### src/rtl/ltsm_sb_msg_pkg.sv
// Sideband message codes and RX-calibration state encodings shared by the
// MBTRAIN RX-cal initiator and responder blocks.
package ltsm_sb_msg_pkg;

    localparam logic [3:0] MSG_NONE       = 4'b0000;
    localparam logic [3:0] MSG_START_REQ  = 4'b0001;
    localparam logic [3:0] MSG_START_RESP = 4'b0010;
    localparam logic [3:0] MSG_END_REQ    = 4'b0011;
    localparam logic [3:0] MSG_END_RESP   = 4'b0100;

    typedef enum logic [2:0] {
        RXC_IDLE            = 3'd0,
        RXC_WAIT_START_REQ  = 3'd1,
        RXC_SEND_START_RESP = 3'd2,
        RXC_WAIT_END_REQ    = 3'd3,
        RXC_SEND_END_RESP   = 3'd4,
        RXC_TEST_FINISHED   = 3'd5,
        RXC_TIMEOUT         = 3'd6
    } rx_cal_state_e;

    function automatic logic sb_msg_is(input logic       valid,
                                       input logic [3:0] msg,
                                       input logic [3:0] code);
        return valid && (msg == code);
    endfunction

endpackage

### src/rtl/ltsm_timeout_cnt.sv
// Saturating watchdog counter for MBTRAIN substates; expired flags the last
// running cycle before LIMIT so the owner can leave on the following edge.
module ltsm_timeout_cnt #(
    parameter int LIMIT = 8000,
    parameter int CNT_W = $clog2(LIMIT + 1)
) (
    input  logic clk,
    input  logic rst,
    input  logic clear,
    input  logic run,
    output logic expired
);

    localparam logic [CNT_W-1:0] LIMIT_C = CNT_W'(LIMIT);
    localparam logic [CNT_W-1:0] LAST_C  = CNT_W'(LIMIT - 1);

    logic [CNT_W-1:0] r_cnt;

    always_ff @(posedge clk or posedge rst) begin
        if (rst) begin
            r_cnt <= '0;
        end else if (clear) begin
            r_cnt <= '0;
        end else if (run && (r_cnt != LIMIT_C)) begin
            r_cnt <= r_cnt + 1'b1;
        end
    end

    assign expired = run && (r_cnt == LAST_C);

endmodule

### src/rtl/rx_cal_rx.sv
// Responder side of the MBTRAIN RX-calibration sideband handshake:
// START_REQ -> START_RESP, END_REQ -> END_RESP, then ack (or timeout).
module rx_cal_rx
    import ltsm_sb_msg_pkg::*;
#(
    parameter int TIMEOUT_CYCLES = 8000,
    parameter int CNT_W          = $clog2(TIMEOUT_CYCLES + 1)
) (
    input  logic       clk,
    input  logic       rst,
    input  logic       i_en,
    input  logic [3:0] i_decoded_sideband_message,
    input  logic       i_sideband_valid,
    input  logic       i_busy_negedge_detected,
    input  logic       i_valid_rx,
    output logic [3:0] o_sideband_message,
    output logic       o_valid_tx,
    output logic       o_test_ack,
    output logic       o_timeout
);

    rx_cal_state_e r_state;
    rx_cal_state_e w_state_nx;

    logic [3:0] r_msg;
    logic       r_valid_tx;
    logic       r_test_ack;
    logic       r_timeout;
    logic       r_end_pend;

    logic [3:0] w_msg_nx;
    logic       w_valid_tx_nx;
    logic       w_test_ack_nx;
    logic       w_timeout_nx;
    logic       w_end_pend_nx;

    logic w_start_req;
    logic w_end_req;
    logic w_tx_clear;
    logic w_run;
    logic w_clear;
    logic w_expired;

    assign w_start_req = sb_msg_is(i_sideband_valid, i_decoded_sideband_message, MSG_START_REQ);
    assign w_end_req   = sb_msg_is(i_sideband_valid, i_decoded_sideband_message, MSG_END_REQ);
    // The transmitter is done with our message only once the mux is not owned by RX.
    assign w_tx_clear  = i_busy_negedge_detected && !i_valid_rx;

    assign w_run   = (r_state == RXC_WAIT_START_REQ) || (r_state == RXC_SEND_START_RESP) ||
                     (r_state == RXC_WAIT_END_REQ)   || (r_state == RXC_SEND_END_RESP);
    assign w_clear = !i_en || (r_state == RXC_IDLE);

    ltsm_timeout_cnt #(
        .LIMIT (TIMEOUT_CYCLES),
        .CNT_W (CNT_W)
    ) u_timeout_cnt (
        .clk     (clk),
        .rst     (rst),
        .clear   (w_clear),
        .run     (w_run),
        .expired (w_expired)
    );

    always_ff @(posedge clk or posedge rst) begin
        if (rst) begin
            r_state    <= RXC_IDLE;
            r_msg      <= MSG_NONE;
            r_valid_tx <= 1'b0;
            r_test_ack <= 1'b0;
            r_timeout  <= 1'b0;
            r_end_pend <= 1'b0;
        end else begin
            r_state    <= w_state_nx;
            r_msg      <= w_msg_nx;
            r_valid_tx <= w_valid_tx_nx;
            r_test_ack <= w_test_ack_nx;
            r_timeout  <= w_timeout_nx;
            r_end_pend <= w_end_pend_nx;
        end
    end

    // Valid/ready: o_valid_tx rises with the message and is held until the sideband
    // transmitter reports completion (busy negedge with RX not owning the mux); the
    // SEND_* state leaves on the cycle after the drop is visible.
    always_comb begin
        w_state_nx    = r_state;
        w_msg_nx      = r_msg;
        w_valid_tx_nx = r_valid_tx;
        w_test_ack_nx = r_test_ack;
        w_timeout_nx  = r_timeout;
        w_end_pend_nx = r_end_pend;

        if (!i_en) begin
            w_state_nx    = RXC_IDLE;
            w_msg_nx      = MSG_NONE;
            w_valid_tx_nx = 1'b0;
            w_test_ack_nx = 1'b0;
            w_timeout_nx  = 1'b0;
            w_end_pend_nx = 1'b0;
        end else begin
            case (r_state)
                RXC_IDLE: begin
                    w_state_nx = RXC_WAIT_START_REQ;
                end
                RXC_WAIT_START_REQ: begin
                    if (w_expired) begin
                        w_state_nx = RXC_TIMEOUT;
                    end else if (w_start_req) begin
                        w_state_nx    = RXC_SEND_START_RESP;
                        w_msg_nx      = MSG_START_RESP;
                        w_valid_tx_nx = 1'b1;
                    end
                end
                RXC_SEND_START_RESP: begin
                    if (w_end_req) begin
                        w_end_pend_nx = 1'b1;
                    end
                    if (w_expired) begin
                        w_state_nx = RXC_TIMEOUT;
                    end else if (!r_valid_tx) begin
                        w_state_nx = RXC_WAIT_END_REQ;
                    end else if (w_tx_clear) begin
                        w_valid_tx_nx = 1'b0;
                    end
                end
                RXC_WAIT_END_REQ: begin
                    if (w_expired) begin
                        w_state_nx = RXC_TIMEOUT;
                    end else if (w_end_req || r_end_pend) begin
                        w_state_nx    = RXC_SEND_END_RESP;
                        w_msg_nx      = MSG_END_RESP;
                        w_valid_tx_nx = 1'b1;
                        w_end_pend_nx = 1'b0;
                    end
                end
                RXC_SEND_END_RESP: begin
                    if (w_expired) begin
                        w_state_nx = RXC_TIMEOUT;
                    end else if (!r_valid_tx) begin
                        w_state_nx    = RXC_TEST_FINISHED;
                        w_test_ack_nx = 1'b1;
                        w_msg_nx      = MSG_NONE;
                    end else if (w_tx_clear) begin
                        w_valid_tx_nx = 1'b0;
                    end
                end
                RXC_TEST_FINISHED: begin
                    w_state_nx = RXC_TEST_FINISHED;
                end
                RXC_TIMEOUT: begin
                    w_state_nx = RXC_TIMEOUT;
                end
                default: begin
                    w_state_nx    = RXC_IDLE;
                    w_msg_nx      = MSG_NONE;
                    w_valid_tx_nx = 1'b0;
                    w_test_ack_nx = 1'b0;
                    w_timeout_nx  = 1'b0;
                    w_end_pend_nx = 1'b0;
                end
            endcase

            if (w_state_nx == RXC_TIMEOUT) begin
                w_msg_nx      = MSG_NONE;
                w_valid_tx_nx = 1'b0;
                w_timeout_nx  = 1'b1;
                w_end_pend_nx = 1'b0;
            end
        end
    end

    assign o_sideband_message = r_msg;
    assign o_valid_tx         = r_valid_tx;
    assign o_test_ack         = r_test_ack;
    assign o_timeout          = r_timeout;

endmodule

### config.mk
export PLATFORM = sky130hd
export DESIGN_NAME = rx_cal_rx
export DESIGN_NICKNAME = d
export VERILOG_FILES = /design/src/rtl/ltsm_sb_msg_pkg.sv /design/src/rtl/ltsm_timeout_cnt.sv /design/src/rtl/rx_cal_rx.sv
export SDC_FILE = /design/constraint.sdc
export NUM_CORES = 1
export LEC_CHECK = 0
export CORE_ASPECT_RATIO = 0.9
export CORE_MARGIN = 2
export CORE_UTILIZATION = 55
export CTS_CLUSTER_DIAMETER = 50
export DETAILED_ROUTE_END_ITERATION = 10
export PLACE_DENSITY = 0.79
export SKIP_CTS_REPAIR_TIMING = 1
export SLEW_MARGIN = 40
export SYNTH_ARGS = -nofsm -noshare
export SYNTH_HDL_FRONTEND = slang
export SYNTH_SLANG_ARGS = --single-unit
### constraint.sdc
create_clock -name clk -period 2.25 [get_ports clk]
set_input_delay 0.225 -clock clk [delete_from_list [all_inputs] [get_ports clk]]
set_output_delay 0.225 -clock clk [all_outputs]
set_load 0.05 [all_outputs]
# After elaboration in Yosys (flattened, before gate mapping)
# Cells that the tools add are included.
dict set report word_totals {
  output_inout_bits 7
  n_memories 0
  regBits 24
  mem_bits_ro 0
  ram_bits 0
  latch_bits 0
}
dict set report classes {
  add_sub_neg 1
  n_eq_ne 26
  div_mod_pow 0
  n_reduce_logical 24
  shifts 0
  n_mul 0
  bitwise 0
  order_cmp 0
  n_mux 45
}
# op n
set op_table {}
lappend op_table {{$mux W4} 8}
lappend op_table {{$mux W3} 10}
lappend op_table {{$mux W13} 2}
lappend op_table {{$pmux W3 S7} 1}
lappend op_table {{$mux W1} 20}
lappend op_table {{$ne A4 B4 Y1 const B} 4}
lappend op_table {{$pmux W4 S4} 1}
lappend op_table {{$add A13 B1 Y13 const B} 1}
lappend op_table {{$eq A13 B13 Y1 const B} 1}
lappend op_table {{$ne A13 B13 Y1 const B} 1}
lappend op_table {{$eq A3 B3 Y1 const B} 4}
lappend op_table {{$ne A3 B2 Y1 const B} 4}
lappend op_table {{$ne A4 B3 Y1 const B} 3}
lappend op_table {{$reduce_and A7 Y1} 1}
lappend op_table {{$reduce_or A7 Y1} 1}
lappend op_table {{$eq A3 B2 Y1 const B} 2}
lappend op_table {{$ne A3 B3 Y1 const B} 2}
lappend op_table {{$reduce_and A6 Y1} 1}
lappend op_table {{$reduce_or A6 Y1} 1}
lappend op_table {{$logic_and A1 B1 Y1} 5}
lappend op_table {{$logic_or A1 B1 Y1} 5}
lappend op_table {{$reduce_or A5 Y1} 1}
lappend op_table {{$eq A4 B1 Y1 const B} 1}
lappend op_table {{$eq A4 B2 Y1 const B} 1}
lappend op_table {{other kinds (14)} 15}

# Longest topological paths before layout
dict set report depth {
  word_depth 11
  depth_mapped 7
  depth_no_buf 6
}

# Modules after synthesis
# A second synthesis with hierarchy kept.
dict set report hier_totals {
  cells_unflattened 179
  hier_area_um2 1551.5
}
# module cells_per_inst n_inst area_per_inst_um2
set by_module_without_submodules {}
lappend by_module_without_submodules {rx_cal_rx 98 1 785.8}
lappend by_module_without_submodules {ltsm_timeout_cnt 81 1 765.7}

# Worst setup path after synthesis
# No wires, ideal clock.
dict set report synth_path {
  kind {register to register}
  startpoint {register u_timeout_cnt.r_cnt[0]}
  endpoint {register r_valid_tx (netlist: o_valid_tx)}
  path_slack_ns 0.491
  arrival_time_ns 1.676
  setup_time_ns 0.083
  period_less_slack_ns 1.759
  stages_incl_launch_ff 7
  path_cell_list {dfrtp_1 -> ha_1 -> and4_2 -> a41o_2 -> nor4bb_1 -> or3_1 -> o22ai_2}
}
dict set report synth_via {
  elab_chain_cells 8
  elab_cells_between_ends 18
  classes_between {eq/ne: 8; mux: 8; reduce/logical: 2}
}
# item line_no
set synth_rtl {}
lappend synth_rtl {{from (decl)} ltsm_timeout_cnt.sv:17} ;# logic [CNT_W-1:0] r_cnt;
lappend synth_rtl {{from (signal assigned)} ltsm_timeout_cnt.sv:25} ;# r_cnt <= r_cnt + 1'b1;
lappend synth_rtl {{$eq A13 B13 Y1 *} ltsm_timeout_cnt.sv:29} ;# assign expired = run && (r_cnt == LAST_C);
lappend synth_rtl {{$logic_and A1 B1 Y1 *} ltsm_timeout_cnt.sv:29}
lappend synth_rtl {{$mux W3 (on tied branches)} -}
lappend synth_rtl {{$pmux W3 S7} rx_cal_rx.sv:101} ;# case (r_state)
lappend synth_rtl {{$mux W3} rx_cal_rx.sv:93} ;# if (!i_en) begin
lappend synth_rtl {{$eq A3 B3 Y1} rx_cal_rx.sv:163} ;# if (w_state_nx == RXC_TIMEOUT) begin
lappend synth_rtl {{$ne A4 B4 Y1 (no source line) (tied with other cells)} -}
lappend synth_rtl {{$reduce_and A6 Y1 (no source line) / $mux W1 (equally long branches)} -}
lappend synth_rtl {{to (signal assigned)} rx_cal_rx.sv:75} ;# r_valid_tx <= w_valid_tx_nx;
lappend synth_rtl {{to (decl)} rx_cal_rx.sv:26} ;# logic r_valid_tx;
# Every way passes the cells marked *; elsewhere a longest branch is shown, timed or not. The select of a mux whose other input is x is not followed.
# A chain may end at the register's enable or synchronous reset.

# Worst setup path in the final report
dict set report layout_path {
  startpoint {register u_timeout_cnt.r_cnt[1]}
  endpoint {register r_valid_tx (netlist: o_valid_tx)}
}
# The elaborated chain is that of the path after synthesis.

==> results by group <==
Finish
  – Number of diodes: 0
  – Area Growth Syn to Fin: 13.55%
  – Fraction of layout cells with a size suffix above 1: 0.1257
  – Design area: 0.001604 mm²
  – Multi-input combinational cell area: 793.3 µm²
  – Nets: 188
  – FF+latch area: 550.5 µm²
  – Fillers: 210
  – Final Instance Count excl. Fillers: 203

Power and ir drop
  – Gate power share: 0.142
  – PD cells: 453.5 mW/mm²
  – Share of total power in the clock network: 0.296
  – Worst VDD drop: 0.4804 mV
  – Sequential share of power: 0.562
  – Net Sw Frac: 0.2567
  – Internal power: 0.5406 mW
  – Cell leakage power: 0.6300 nW
  – Psw: 0.1867 mW
  – Power Total: 0.7274 mW

STA
  – RSZ-0062 raised after global routing: false
  – Final setup fails: 0
  – Clock Skew: 0.004074 ns
  – Slew headroom: 0.6540
  – Clock period minus final worst setup slack: 2.033 ns
  – FMAX: 491.8 MHz
  – Hold Vio Cnt, Final: 0
  – Fin. max-slew vios: 0
  – Fin crit share: 0.9037
  – Slew @ Worst Pin: 0.5173 ns
  – Setup TNS: 0 ns
  – Setup slack after layout: 0.2166 ns

Worst hold path
  – Hold WC Path Type: input pin to async pin

Worst setup path
  – CP startpoint kind: flop
  – CP Capture Type: flop
  – Reg2Reg Depth: 6
  – Crit. Startpoint: u_timeout_cnt.r_cnt[1]$_DFFE_PP0P_
  – Crit-path max FO: 7
  – Kind of critical path: flop to flop
  – Worst R2R Setup Slack: 0.22 ns
  – FF-to-FF Start: u_timeout_cnt.r_cnt[1]$_DFFE_PP0P_
  – CP arrival: 2.22 ns
  – WP data required: 2.44 ns
  – Crit Reg-Reg Endpoint: o_valid_tx$_DFFE_PP0P_

Route
  – Post-Route WL: 3.213 mm
  – Drt first-iter violations: 45
  – DRT antenna net count: 0
  – Detail Route met3 WL: 255 µm
  – DRC: 0
  – M1 WL: 1.456 mm
  – Top routing layer used: met4
  – Vias per cell: 6.360
  – Via Count: 1,291
  – DRT Pass-1 Iters: 4
  – WL per Instance: 15.83 µm
  – Met2 Wirelength: 1.481 mm

Global routing
  – Largest net degree at the start of global routing: 23
  – Global route overflow: 0
  – Global-route wire length before repair: 5.471 mm
  – Gr usage total: 0.2384
  – Initial antenna violation count: 0
  – Vias in the first global route: 1,230

Die
  – Die area: 0.002990 mm²
  – Die X: 57.42 µm
  – Placement row count: 17
  – Die Span Y: 52.08 µm
  – Starting density of the core: 0.5775
  – Core Area: 0.002446 mm²
  – Ports: 17

Logic synthesis
  – Synth warnings: 0
  – FF+latch count, synth: 22
  – Area leader, netlist: dfrtp_1
  – Mapped Area: 0.001413 mm²
  – Ys async rst share: 1.000
  – Unique masters post-synth: 54
  – Top_reg_cell synth: dfrtp_1
  – Post-synth EDFFs: 0
  – Cell with the most instances after synthesis: dfrtp_1
  – Synth Instances: 160
  – Area contributors post-synth: dfrtp_1 (39%), a21oi_1 (4.3%), nor2_1 (4.0%)
  – Post-Syn Area per Cell: 8.829 µm²
  – Top post-synthesis cells by count: dfrtp_1 (22), nor2_1 (15), a21oi_1 (12)
  – Sequential share of the synthesized area: 0.3897
  – Top cell type's share of synthesized area: 0.3897

Status
  – Outcome: complete, no violations

Clock network
  – Num CTS Buffers: 3
  – CTS clk-pin slew, worst paths: 0.12 ns
  – Worst-skew pair later-pin latency: 0.30 ns
  – CTS Buffer Depth: 2
  – CTS sink count: 22
  – Root buffer cell: clkbuf_4
  – TritonCTS clock tree: built
  – Max H-tree Level: 1

Run
  – Maxcap violations: 0

Placement
  – GP Congestion: 0.8852
  – IO buf count: 14
  – Dpl ws: 0.2559 ns
  – Placed cell count: 199
  – Placed Area: 0.001568 mm²
  – DP HPWL: 2.475 mm
==> per-stage QoR <==
stage / hold slack, ns / util
2_1_floorplan: 0.2142 / -
3_3_place_gp: 0.4891 / 0.6409
3_5_place_dp: 0.4975 / 0.6409
4_1_cts: 0.3920 / 0.6558
5_1_grt: 0.2758 / 0.6558
6_report: 0.2300 / 0.6558
==> layer usage <==
metal | track usage | vias to the layer above
li1 | - | 613
met1 | 0.3297 | 610
met2 | 0.3750 | 64
met3 | 0.06468 | 4
met4 | 0.05039 | 0
met5 | 0 | -
==> cell families (layout without fill, tap and decap cells) <==
| kind of cell | count (synthesis) | after routing | share of synthesized area |
|---|---|---|---|
| simple gates | 67 | 67 | 0.2702 |
| mux | 1 | 1 | 0.007086 |
| other cells | 1 | 2 | 0.002655 |
| compound gates | 44 | 44 | 0.2055 |
| fa+ha+maj | 2 | 2 | 0.01771 |
| flops | 22 | 22 | 0.3897 |
| xor+xnor | 9 | 9 | 0.05580 |
| buf+inv | 14 | 28 | 0.05137 |
==> registers in the layout, summed over array words and instances (netlist names) <==
| name | cells |
|---|---|
| o_test_ack | 1 |
| u_timeout_cnt.r_cnt | 13 |
| r_end_pend | 1 |
| o_timeout | 1 |
| o_valid_tx | 1 |
| r_state | 3 |
| o_sideband_message | 2 |
==> how the worst max path moves through the flow <==
stage                             endpoint
CTS                 o_valid_tx$_DFFE_PP0P_
floorplan           o_valid_tx$_DFFE_PP0P_
detailed placement  o_valid_tx$_DFFE_PP0P_
finish              o_valid_tx$_DFFE_PP0P_
global placement    o_valid_tx$_DFFE_PP0P_
global route        o_valid_tx$_DFFE_PP0P_
==> power groups by stage <==
stage                     registers (mW)  logic (mW)  clock network [mW]
final                              0.409       0.103               0.215
after global routing               0.410       0.112               0.237
after CTS                          0.409       0.103               0.226
after detailed placement           0.416       0.102                   0
after global placement             0.416      0.0995                   0
after floorplan                    0.420      0.0620                   0
==> cell usage in the layout, fill, tap and decap left out, drive strengths merged, types with 5 or more instances in the layout <==
cell type and n:
or3 6, dfrtp 22, a21oi 13, nand2 10
xnor2 6, nor2 15, nor3 5, o21ai 12
clkdlybuf4s50 14, inv 7
==> worst max-delay path: stages (launching register included) <==
cell     delay (ns)
dfrtp_1        0.40
ha_1           0.20
and4_2         0.28
and4_1         0.39
o21ai_1        0.14
o21ai_1        0.37
o22ai_2        0.14
==> cell type report <==
cell class              instances  area share
repair buffers                 17      0.1014
clock buffers                   4     0.02262
inverters                       7     0.01638
well taps                      28     0.02184
multi-input cells             125      0.4945
flip-flops and latches         22      0.3432
(Power assumes the default switching activity.)
